$ cat src/rtl/cache_ctrl_16.sv
// Miss-handling controller for the 16-word direct-mapped step-4 data cache.
// Load miss: stall, wait MISS_LATENCY cycles, refill the line one word per cycle, then replay.
// Store hit: same-cycle write-through word update. Also keeps saturating hit and miss counters.
// Ports:
//   clk_i, rst_ni                  clock (rising edge), asynchronous active-low reset
//   mem_req_i, mem_we_i            step-4 access valid, 1 = store / 0 = load
//   tag_i, index_i, offset_i       access address fields (bit 4, bits 3:2, bits 1:0)
//   hit_i                          cache hit for the current tag/index
//   stall_o                        freeze pipeline steps 1-4
//   is_load_bus_o                  one-hot line write enable
//   control_tag_o/control_index_o  tag and line being written
//   control_offset_o               one-hot word enable within the line
//   control_data_mux_o             per-word source, 1 = store data, 0 = memory
//   hit_count_o, miss_count_o      saturating event counters
module cache_ctrl_16 #(
  parameter int CACHE_SIZE   = 16,
  parameter int LINE_WORDS   = 4,
  parameter int MISS_LATENCY = 2,
  parameter int CNT_W        = 16
) (
  input  logic                                  clk_i,
  input  logic                                  rst_ni,
  input  logic                                  mem_req_i,
  input  logic                                  mem_we_i,
  input  logic                                  tag_i,
  input  logic [$clog2(CACHE_SIZE/LINE_WORDS)-1:0] index_i,
  input  logic [$clog2(LINE_WORDS)-1:0]         offset_i,
  input  logic                                  hit_i,
  output logic                                  stall_o,
  output logic [CACHE_SIZE/LINE_WORDS-1:0]      is_load_bus_o,
  output logic                                  control_tag_o,
  output logic [$clog2(CACHE_SIZE/LINE_WORDS)-1:0] control_index_o,
  output logic [LINE_WORDS-1:0]                 control_offset_o,
  output logic [CACHE_SIZE-1:0]                 control_data_mux_o,
  output logic [CNT_W-1:0]                      hit_count_o,
  output logic [CNT_W-1:0]                      miss_count_o
);

  localparam int LINES = CACHE_SIZE / LINE_WORDS;
  localparam int IDX_W = $clog2(LINES);
  localparam int OFF_W = $clog2(LINE_WORDS);
  localparam logic [3:0]       WAIT_LAST = 4'((MISS_LATENCY > 0) ? MISS_LATENCY - 1 : 0);
  localparam logic [OFF_W-1:0] WORD_LAST = OFF_W'(LINE_WORDS - 1);

  typedef enum logic [1:0] {S_IDLE, S_WAIT, S_FILL} state_t;

  state_t           state_q;
  logic [3:0]       wait_q;
  logic [OFF_W-1:0] word_q;
  logic             tag_q;
  logic [IDX_W-1:0] idx_q;
  logic             replay_q;
  logic [CNT_W-1:0] hit_cnt_q;
  logic [CNT_W-1:0] miss_cnt_q;

  logic load_miss;
  assign load_miss = mem_req_i & ~mem_we_i & ~hit_i;

  always_ff @(posedge clk_i or negedge rst_ni) begin
    if (!rst_ni) begin
      state_q    <= S_IDLE;
      wait_q     <= '0;
      word_q     <= '0;
      tag_q      <= 1'b0;
      idx_q      <= '0;
      replay_q   <= 1'b0;
      hit_cnt_q  <= '0;
      miss_cnt_q <= '0;
    end else begin
      case (state_q)
        S_IDLE: begin
          replay_q <= 1'b0;
          // The replayed access after a refill is the same access already
          // counted as a miss, so it must not be counted again.
          if (mem_req_i && !replay_q) begin
            if (hit_i) begin
              if (hit_cnt_q != '1) hit_cnt_q <= hit_cnt_q + 1'b1;
            end else begin
              if (miss_cnt_q != '1) miss_cnt_q <= miss_cnt_q + 1'b1;
            end
          end
          if (load_miss) begin
            tag_q   <= tag_i;
            idx_q   <= index_i;
            wait_q  <= '0;
            word_q  <= '0;
            state_q <= (MISS_LATENCY == 0) ? S_FILL : S_WAIT;
          end
        end
        S_WAIT: begin
          if (wait_q == WAIT_LAST) begin
            word_q  <= '0;
            state_q <= S_FILL;
          end else begin
            wait_q <= wait_q + 1'b1;
          end
        end
        S_FILL: begin
          word_q <= word_q + 1'b1;
          if (word_q == WORD_LAST) begin
            replay_q <= 1'b1;
            state_q  <= S_IDLE;
          end
        end
        default: state_q <= S_IDLE;
      endcase
    end
  end

  // Stall and store-hit enables must act in the access cycle itself, so the
  // control outputs are decoded from state plus live inputs. They are forced
  // low while reset is asserted even though the pipeline inputs may be held.
  always_comb begin
    stall_o            = 1'b0;
    is_load_bus_o      = '0;
    control_tag_o      = 1'b0;
    control_index_o    = '0;
    control_offset_o   = '0;
    control_data_mux_o = '0;
    if (rst_ni) begin
      case (state_q)
        S_IDLE: begin
          if (load_miss) begin
            stall_o = 1'b1;
          end else if (mem_req_i && mem_we_i && hit_i) begin
            is_load_bus_o[index_i]                = 1'b1;
            control_offset_o[offset_i]            = 1'b1;
            control_data_mux_o[{index_i, offset_i}] = 1'b1;
            control_tag_o                         = tag_i;
            control_index_o                       = index_i;
          end
        end
        S_WAIT: stall_o = 1'b1;
        S_FILL: begin
          stall_o                  = 1'b1;
          is_load_bus_o[idx_q]     = 1'b1;
          control_offset_o[word_q] = 1'b1;
          control_tag_o            = tag_q;
          control_index_o          = idx_q;
        end
        default: stall_o = 1'b0;
      endcase
    end
  end

  assign hit_count_o  = hit_cnt_q;
  assign miss_count_o = miss_cnt_q;

endmodule

$ cat config.mk
export PLATFORM = sky130hd
export DESIGN_NAME = cache_ctrl_16
export DESIGN_NICKNAME = d
export VERILOG_FILES = /design/src/rtl/cache_ctrl_16.sv
export SDC_FILE = /design/constraint.sdc
export NUM_CORES = 1
export LEC_CHECK = 0
export BUFFER_PORTS_ARGS = -buffer_cell sky130_fd_sc_hd__buf_2
export CAP_MARGIN = 20
export CORE_MARGIN = 1
export CORE_UTILIZATION = 53
export DETAILED_ROUTE_END_ITERATION = 6
export HOLD_SLACK_MARGIN = 0.06
export PLACE_DENSITY = 0.77
export SETUP_SLACK_MARGIN = 0.1
export SYNTH_ARGS = -nofsm -noshare
export SYNTH_HDL_FRONTEND = slang
export SYNTH_SLANG_ARGS = --single-unit
$ cat constraint.sdc
create_clock -name clk_i -period 2.5 [get_ports clk_i]
set_input_delay 0.125 -clock clk_i [delete_from_list [all_inputs] [get_ports clk_i]]
set_output_delay 0.125 -clock clk_i [all_outputs]
set_load 0.005 [all_outputs]
==> results.ini, run 1 <==
[setup_path]
cpMostUsedCell=inv_1
timing.rr.start=state_q[1]$_DFFE_PN0P_
cp.required_ns=2.38
crit_arrival_ns=2.10
worstPathMaxFanout=13
max_stage_delay_ns=0.42
critPathBufInv=4
crit_path_end_kind=output port
worst_setup_path_start_kind=flip-flop
setup.worst_path.start=state_q[0]$_DFFE_PN0P_
worstSetupPathType=flip-flop to output port
worstPathCellList=inv_1, ha_1, buf_4, and4_1, inv_1, or3_1, a21boi_1, buf_2
crit_slowest_cell=dfrtp_1
crit_family=simple AND/OR/NAND/NOR gates

[place]
place_congestion=0.829
portBuffers=69
dp_slack_ns=0.513
dp_hpwl_um=4150

[drt]
ant_nets=0
avgViaCountPerCell=5.48
drc=0
dr.first_iter.drc_count=145
routed_wl_um=5550
drt-pass1-iter-count=4
num_vias=2254
wire_per_inst_um=13.5

[global_routing]
antenna_found_initial=0
grt_pass1_vias=1980
grt_use_total_pct=22.1
grt_pass1_wl_um=9270
grt_max_degree=38
grt-ovfl-total=0

[synthesis]
synth_edf_count=0
synth-async-reset-ratio_pct=100
synth_cells=269
synth_top_family_by_area=simple AND/OR/NAND/NOR gates
synth_mux_area_share_pct=4.56
synth_compound_area_share_pct=7.64
synth-simple-area-share_pct=28.2
ys_warn_count=0
ys_seq_area_share_pct=41.8
ys_ff_latch=44
synth_flop_cell=dfrtp_1
synth_xor_area_share_pct=9.30
avgSynthCellArea_sq_um=9.80
synth_area_sq_mm=0.00264
synth_nets=292
synthAdderAreaFrac_pct=6.17
synthDistinctLibCells=50

[sta]
fin_crit_sh_pct=89.2
finalHoldViolations=0
fin_tns_setup_ns=0
max_freq_mhz=449
slew_viol_final=0
skew_ns=0.00457
worst_pin_slew_ns=0.688
setup_viol=0
slew_headroom_pct=53.7
rsz0062_at_grt=yes
timing.final.ws_setup_ns=0.271
fin_crit_ns=2.23
whs_ns=0.0773

[power_and_ir_drop]
total_power_mw=2.38
power_density_mw_per_mm2=748
leakage_nw=1.48
vdd_drop_max_uv=612

[clock_network]
clock_sinks=44
cts_setup_buffers=0
cts_tree=yes
clk_latency_ns=0.30
clock_path_buffers=2
cts_buffers=5
clockRootBuffer=clkbuf_8
path_clk_slew_ns=0.09
htreeDepth=2

[floorplanning]
fp.dieW_um=72.5
num_rows=25
core_area_sq_mm=0.00475
initial_utilization_pct=55.4
die_area_sq_mm=0.00526
num_io_pins=70
die_height_um=72.5

[run_status]
status=finished clean

[finish]
final_nets=366
fill_cells=418
fin_util_pct=67.0
syn_to_final_growth_pct=20.8
antenna_cells=0
drive_gt1_share_pct=29.1

[worst_hold_path]
hold_class=primary input to flip-flop
hold_start=tag_i

[flow_run]
cap_violations=0

[final cells by class]
cell class	count	area [sq um]	area share, %
Clock inverter	3	46.3	1.45
Clock buffer	5	68.8	2.16
Tap cell	67	83.8	2.63
Timing Repair Buffer	73	378	11.9
Inverter	8	30.0	0.943
Multi-Input combinational cell	211	1480	46.4
Sequential cell	44	1100	34.6
[worst paths after layout]
check	end	slack, ns	cells after the start
worst max-delay path	control_offset_o[0]	0.27	8
worst min-delay path	tag_q$_DFFE_PN0N_	0.08	2
worst max register to register	state_q[1]$_DFFE_PN0P_	0.48	5
worst min register to register	miss_count_o[13]$_DFFE_PN0P_	0.51	1
max in group asynchronous	hit_count_o[5]$_DFFE_PN0P_	1.41	3
min in group asynchronous	idx_q[1]$_DFFE_PN0N_	0.31	2
[state kept, by name, summed over array words and instances, names as in the netlist]
signal and count:
hit_count_o 16, tag_q 1, miss_count_o 16, idx_q 2
wait_q 4, state_q 2, replay_q 1, word_q 2
[routing by layer]
metal	global-route usage [%]	vias up	share of wire, %
met1	30.6	1083	47
met4	7.19	0	1.7
met2	35.9	49	48
met3	3.06	9	3.1
met5	0	-	0
li1	-	1113	-
[power by group]
part	total, mW	leakage, nW	switching [mW]	internal [mW]
logic	0.793	0.839	0.423	0.370
clock network	0.565	0.0548	0.263	0.301
registers	1.03	0.588	0.173	0.852
[worst register-to-register path: stages (launching register included)]
cell and delay [ns]:
dfrtp_1 0.42, inv_1 0.11, ha_1 0.28, a21boi_0 0.60
nor3_1 0.19, mux2_2 0.31
[cell usage after synthesis, drive strengths merged, types with 2 or more instances]
cell	instances	share of area (%)
or3b	3	1.0
clkbuf	3	0.43
and4	4	1.3
o21ai	9	1.7
or3	2	0.47
xnor2	21	7.0
nor4	3	1.2
o211ai	2	0.57
nor2b	3	0.71
a21oi	2	0.38
a21boi	7	2.0
buf	3	0.81
nor2	27	3.8
nor3b	5	1.6
and3	2	0.47
or4	2	0.71
nand3b	5	1.4
nand2b	2	0.47
nand4	18	4.5
nand3	18	3.6
mux2	8	3.4
nand2	23	3.4
mux2i	3	1.1
xor2	7	2.3
o21a	2	0.57
o31ai	2	0.57
nor3	8	1.9
o22a	2	0.66
inv	8	1.1
ha	13	6.2
dfrtp	44	42
[repair_timing]
| action | in CTS | in global routing |
|---|---|---|
| setup endpoints to repair | 0 | 3 |
| gates resized for setup | 0 | 2 |
| endpoints found under the hold margin | 7 | 0 |
| hold buffers | 1 | 0 |
[cells by family after synthesis]
kind of cell    after synthesis
compound gates               30
flops                        44
mux                          11
buf+inv                      14
fa+ha+maj                    13
xor+xnor                     28
simple gates                129
[metrics by stage]
stage | cells | cell area (sq um)
finish | 411 | 3190
global route | 411 | 3190
CTS | 411 | 3180
detailed placement | 402 | 3060
global placement | 402 | 3060
floorplan | 269 | 2640
[cells in the final DEF, fill, tap and decap left out, drive strengths merged, types with 3 or more instances in the layout]
cell type  count
mux2           8
o21ai          9
nor2b          3
dfrtp         44
inv            9
xnor2         21
nand3b         5
nor2          27
mux2i          3
nand4         18
and4           4
or3b           3
nand2         23
buf           72
nor4           3
clkbuf         5
nand3         18
ha            13
nor3           8
a21boi         7
xor2           7
nor3b          5
Power figures use the tool's default switching activity.
==> run 2: changes to the inputs <==
--- a/config.mk
+++ b/config.mk
@@ -7,11 +7,11 @@
 export LEC_CHECK = 0
 export BUFFER_PORTS_ARGS = -buffer_cell sky130_fd_sc_hd__buf_2
 export CAP_MARGIN = 20
-export CORE_MARGIN = 1
+export CORE_MARGIN = 4
 export CORE_UTILIZATION = 53
 export DETAILED_ROUTE_END_ITERATION = 6
 export HOLD_SLACK_MARGIN = 0.06
-export PLACE_DENSITY = 0.77
+export PLACE_DENSITY = 0.87
 export SETUP_SLACK_MARGIN = 0.1
 export SYNTH_ARGS = -nofsm -noshare
 export SYNTH_HDL_FRONTEND = slang
==> results.ini, run 2 (synthesized netlist as in run 1, its figures left out) <==
[global_routing]
antenna_found_initial=0
grt-ovfl-total=0
grt_pass1_wl_um=10200
grt_max_degree=33
grt_use_total_pct=20.3
grt_pass1_vias=2293

[setup_path]
cp.required_ns=2.38
worst_setup_path_start_kind=flip-flop
worstSetupPathType=flip-flop to output port
timing.rr.start=state_q[0]$_DFFE_PN0P_
crit_path_end_kind=output port
reg2reg_depth=6
crit_arrival_ns=2.14
r2r_setup_slack_ns=0.40
r2r_end=miss_count_o[1]$_DFFE_PN0P_
worstPathMaxFanout=9

[sta]
finalHoldViolations=0
skew_ns=0.00662
slew_headroom_pct=56.5
worst_pin_slew_ns=0.647
slew_viol_final=0
fin_crit_sh_pct=90.5
timing.final.ws_setup_ns=0.237
fin_crit_ns=2.26
rsz0062_at_grt=no
max_freq_mhz=442
fin_tns_setup_ns=0
setup_viol=0

[finish]
antenna_cells=0
syn_to_final_growth_pct=20.2
final_cell_mix=buf_2 (69), dfrtp_1 (44), nor2_1 (27), nand2_1 (22), xnor2_1 (21)
multi_input_area_sq_mm=0.00148
drive_gt1_share_pct=29.4
layout.cells.most_common=buf_2
final_nets=366
seqCellArea_sq_mm=0.00110
fill_cells=380

[worst_hold_path]
hold_class=primary input to flip-flop
hold_start=tag_i
whs_path_depth=2
min_to=tag_q$_DFFE_PN0N_

[power_and_ir_drop]
pwr-share-clk_pct=20.6
pwr-share-comb_pct=34.7
pwr-share-seq_pct=44.7
power.switching_mw=0.851
leakage_nw=1.47
netSwitchingFraction_pct=37.0
power_density_mw_per_mm2=727
p_int_mw=1.45
vdd_drop_max_uv=666

[floorplanning]
num_rows=25
die_height_um=78.5
fp.dieW_um=78.5
core_area_sq_mm=0.00479
die_area_sq_mm=0.00617
initial_utilization_pct=55.1
num_io_pins=70

[drt]
num_vias=2305
drc=0
wire_per_inst_um=14.7
ant_nets=0
routed_wl_um=6050
dr.first_iter.drc_count=134
drt-pass1-iter-count=6
avgViaCountPerCell=5.61

[clock_network]
htreeDepth=2
clock_path_buffers=2
cts_tree=yes
path_clk_slew_ns=0.08
cts_buffers=5
clock_sinks=44
clockRootBuffer=clkbuf_8
clk_latency_ns=0.30

[place]
dp_hpwl_um=4620
dp_slack_ns=0.368
portBuffers=69
place_congestion=0.841

[run_status]
status=finished clean

[flow_run]
cap_violations=0

==> run 2: power by group through the flow <==
stage / sequential [mW] / combinational, mW / clock [mW]
final: 1.03 / 0.800 / 0.474
after global routing: 1.05 / 0.897 / 0.521
after CTS: 1.03 / 0.796 / 0.493
after detailed placement: 1.04 / 0.787 / 0
after global placement: 1.03 / 0.758 / 0
after floorplan: 1.01 / 0.532 / 0
==> run 2: how the worst max path moves through the flow <==
stage,to,from,slack [ns],depth (start not counted)
4_1_cts,control_offset_o[0],state_q[0]$_DFFE_PN0P_,0.13,7
5_1_grt,control_offset_o[0],state_q[1]$_DFFE_PN0P_,0.12,7
3_5_place_dp,miss_count_o[1]$_DFFE_PN0P_,state_q[0]$_DFFE_PN0P_,0.37,6
2_1_floorplan,hit_count_o[10]$_DFFE_PN0P_,state_q[0]$_DFFE_PN0P_,0.65,6
3_3_place_gp,miss_count_o[1]$_DFFE_PN0P_,state_q[0]$_DFFE_PN0P_,0.50,6
6_report,control_offset_o[0],state_q[0]$_DFFE_PN0P_,0.24,7
==> run 2: critical path, cell delays in order, from the launching register on <==
cell and delay (ns):
dfrtp_1 0.42, inv_1 0.12, ha_2 0.23, and4_4 0.30, inv_1 0.06, or3_1 0.38, a21boi_0 0.19, buf_2 0.14
==> run 2: cell type report <==
cell class,instances,share of cell area (%)
multi-input cells,211,46.6
flip-flops and latches,44,34.8
repair buffers,73,11.9
well taps,67,2.65
clock buffers,6,2.61
inverters,8,0.948
clock inverters,2,0.474
==> run 2: stage by stage <==
step | util [%] | hold slack [ns] | power, mW | instance area (sq um) | instances
floorplan | - | -0.171 | 1.54 | 2640 | 269
global placement | 63.8 | -0.0446 | 1.78 | 3060 | 402
detailed placement | 63.8 | -0.0469 | 1.83 | 3060 | 402
CTS | 66.1 | 0.0640 | 2.32 | 3160 | 411
global route | 66.2 | 0.0714 | 2.47 | 3170 | 411
finish | 66.2 | 0.0848 | 2.30 | 3170 | 411
==> run 2: repair_timing <==
action / in CTS / in global routing
cloned: 0 / 0
endpoints found under the setup margin: 1 / 4
endpoints found under the hold margin: 44 / 0
hold buffers: 1 / 0
resized for setup: 1 / 2
buffers inserted: 0 / 0
==> run 2: routing by layer <==
metal	GRT usage (%)	up-vias	wire, um	share of wire [%]
li1	-	1113	-	-
met3	4.82	12	254	4.2
met1	25.3	1111	2690	44
met2	34.2	69	3000	50
met4	7.34	0	108	1.8
met5	0	-	0	0
==> run 3: changes to the inputs <==
--- a/config.mk
+++ b/config.mk
@@ -12,6 +12,7 @@
 export DETAILED_ROUTE_END_ITERATION = 6
 export HOLD_SLACK_MARGIN = 0.06
 export PLACE_DENSITY = 0.87
+export RECOVER_POWER = 100
 export SETUP_SLACK_MARGIN = 0.1
 export SYNTH_ARGS = -nofsm -noshare
 export SYNTH_HDL_FRONTEND = slang
==> results.ini, run 3 (synthesized netlist as in run 1, its figures left out) <==
[run_status]
status=finished clean

[drt]
avgViaCountPerCell=5.57
num_vias=2290
routed_wl_um=6000
drt-pass1-iter-count=4
wire_per_inst_um=14.6
dr.first_iter.drc_count=122
ant_nets=0
drc=0

[setup_path]
worstPathMaxFanout=9
reg2reg_depth=6
r2r_setup_slack_ns=0.21
cp.required_ns=2.38
crit_arrival_ns=2.18
max_stage_delay_ns=0.42
cpMostUsedCell=inv_1
crit_slowest_cell=dfrtp_1
worstSetupPathType=flip-flop to output port
crit_path_end_kind=output port
worst_setup_path_start_kind=flip-flop
timing.rr.start=state_q[0]$_DFFE_PN0P_
worstPathCellList=inv_1, ha_1, and4_4, inv_1, or3_1, a21boi_0, clkbuf_1
r2r_end=miss_count_o[1]$_DFFE_PN0P_

[floorplanning]
num_io_pins=70
die_height_um=78.5
initial_utilization_pct=55.1
fp.dieW_um=78.5
die_area_sq_mm=0.00617
core_area_sq_mm=0.00479
num_rows=25

[sta]
slew_headroom_pct=44.1
fin_tns_setup_ns=0
timing.final.ws_setup_ns=0.198
fin_crit_sh_pct=92.1
worst_pin_slew_ns=0.831
setup_viol=0
rsz0062_at_grt=no
max_freq_mhz=434
finalHoldViolations=0
fin_crit_ns=2.30
whs_ns=0.0781
skew_ns=0.00771
slew_viol_final=0

[global_routing]
grt_max_degree=33
grt_pass1_wl_um=10200
grt-ovfl-total=0
antenna_found_initial=0
grt_use_total_pct=20.3
grt_pass1_vias=2293

[flow_run]
cap_violations=0

[finish]
drive_gt1_share_pct=18.0
seqCellArea_sq_mm=0.00110
final_nets=366
fin_util_pct=64.6
syn_to_final_growth_pct=17.2
final_cell_area_sq_mm=0.00309
final_cell_mix=dfrtp_1 (44), buf_2 (36), clkbuf_1 (30), nor2_1 (27), nand2_1 (23)
fill_cells=402
multi_input_area_sq_mm=0.00144
layout.cells.most_common=dfrtp_1
instances_no_fill=411
antenna_cells=0

[power_and_ir_drop]
power_density_mw_per_mm2=735
total_power_mw=2.27
vdd_drop_max_uv=657
leakage_nw=1.34

[place]
portBuffers=69
place_area_sq_mm=0.00306
dpl.cell_count=402
dp_hpwl_um=4620
dp_slack_ns=0.368
place_congestion=0.841

[clock_network]
cts_setup_buffers=0
path_clk_slew_ns=0.08
clk_latency_ns=0.30
htreeDepth=2
clock_path_buffers=2
cts_tree=yes
clockRootBuffer=clkbuf_8
clock_sinks=44
cts_buffers=5

[worst_hold_path]
hold_class=primary input to flip-flop
min_to=tag_q$_DFFE_PN0N_
whs_path_depth=2
hold_start=tag_i

## run 3: cell types whose count changed in the layout (fill, tap and decap cells not counted), moves of 2 or more
cell / before / now
buf_2: 69 / 36
nor4_1: 1 / 3
clkbuf_2: 0 / 5
buf_4: 3 / 1
nor4_2: 2 / 0
clkbuf_1: 0 / 30
## run 3: how the worst max path moves through the flow
stage                                 from                          end  slack (ns)  cells after the start
floorplan           state_q[0]$_DFFE_PN0P_  hit_count_o[10]$_DFFE_PN0P_        0.65                      6
global placement    state_q[0]$_DFFE_PN0P_  miss_count_o[1]$_DFFE_PN0P_        0.50                      6
detailed placement  state_q[0]$_DFFE_PN0P_  miss_count_o[1]$_DFFE_PN0P_        0.37                      6
CTS                 state_q[0]$_DFFE_PN0P_          control_offset_o[0]        0.13                      7
global route        state_q[1]$_DFFE_PN0P_  miss_count_o[1]$_DFFE_PN0P_        0.07                      6
finish              state_q[0]$_DFFE_PN0P_          control_offset_o[0]        0.20                      7
## run 3: cell type report
type / instances / area share [%]
clock inverters: 2 / 0.486
multi-input cells: 211 / 46.7
inverters: 8 / 0.972
well taps: 67 / 2.71
clock buffers: 6 / 2.67
repair buffers: 73 / 10.9
flip-flops and latches: 44 / 35.6
## run 3: worst max-delay path, delay by kind of cell (launching register included)
kind	cells	cell delay, ns
buffers and inverters	3	0.32
AOI/OAI and AO/OA	1	0.20
adders and majority gates	1	0.26
and+or+nand+nor	2	0.69
DFF	1	0.42
## run 3: power breakdown
group	switching, mW	internal [mW]
sequential	0.178	0.852
clock	0.252	0.224
combinational	0.418	0.349
## run 3: metal layers
metal | track usage (%) | share of wire, %
met1 | 25.3 | 44
met2 | 34.2 | 50
met3 | 4.82 | 4.0
met4 | 7.34 | 1.7
met5 | 0 | 0
## run 3: repair_timing
action	CTS	global route
setup endpoints to repair	1	4
hold buffers	1	0
gates resized for setup	1	2
hold endpoints to repair	44	0
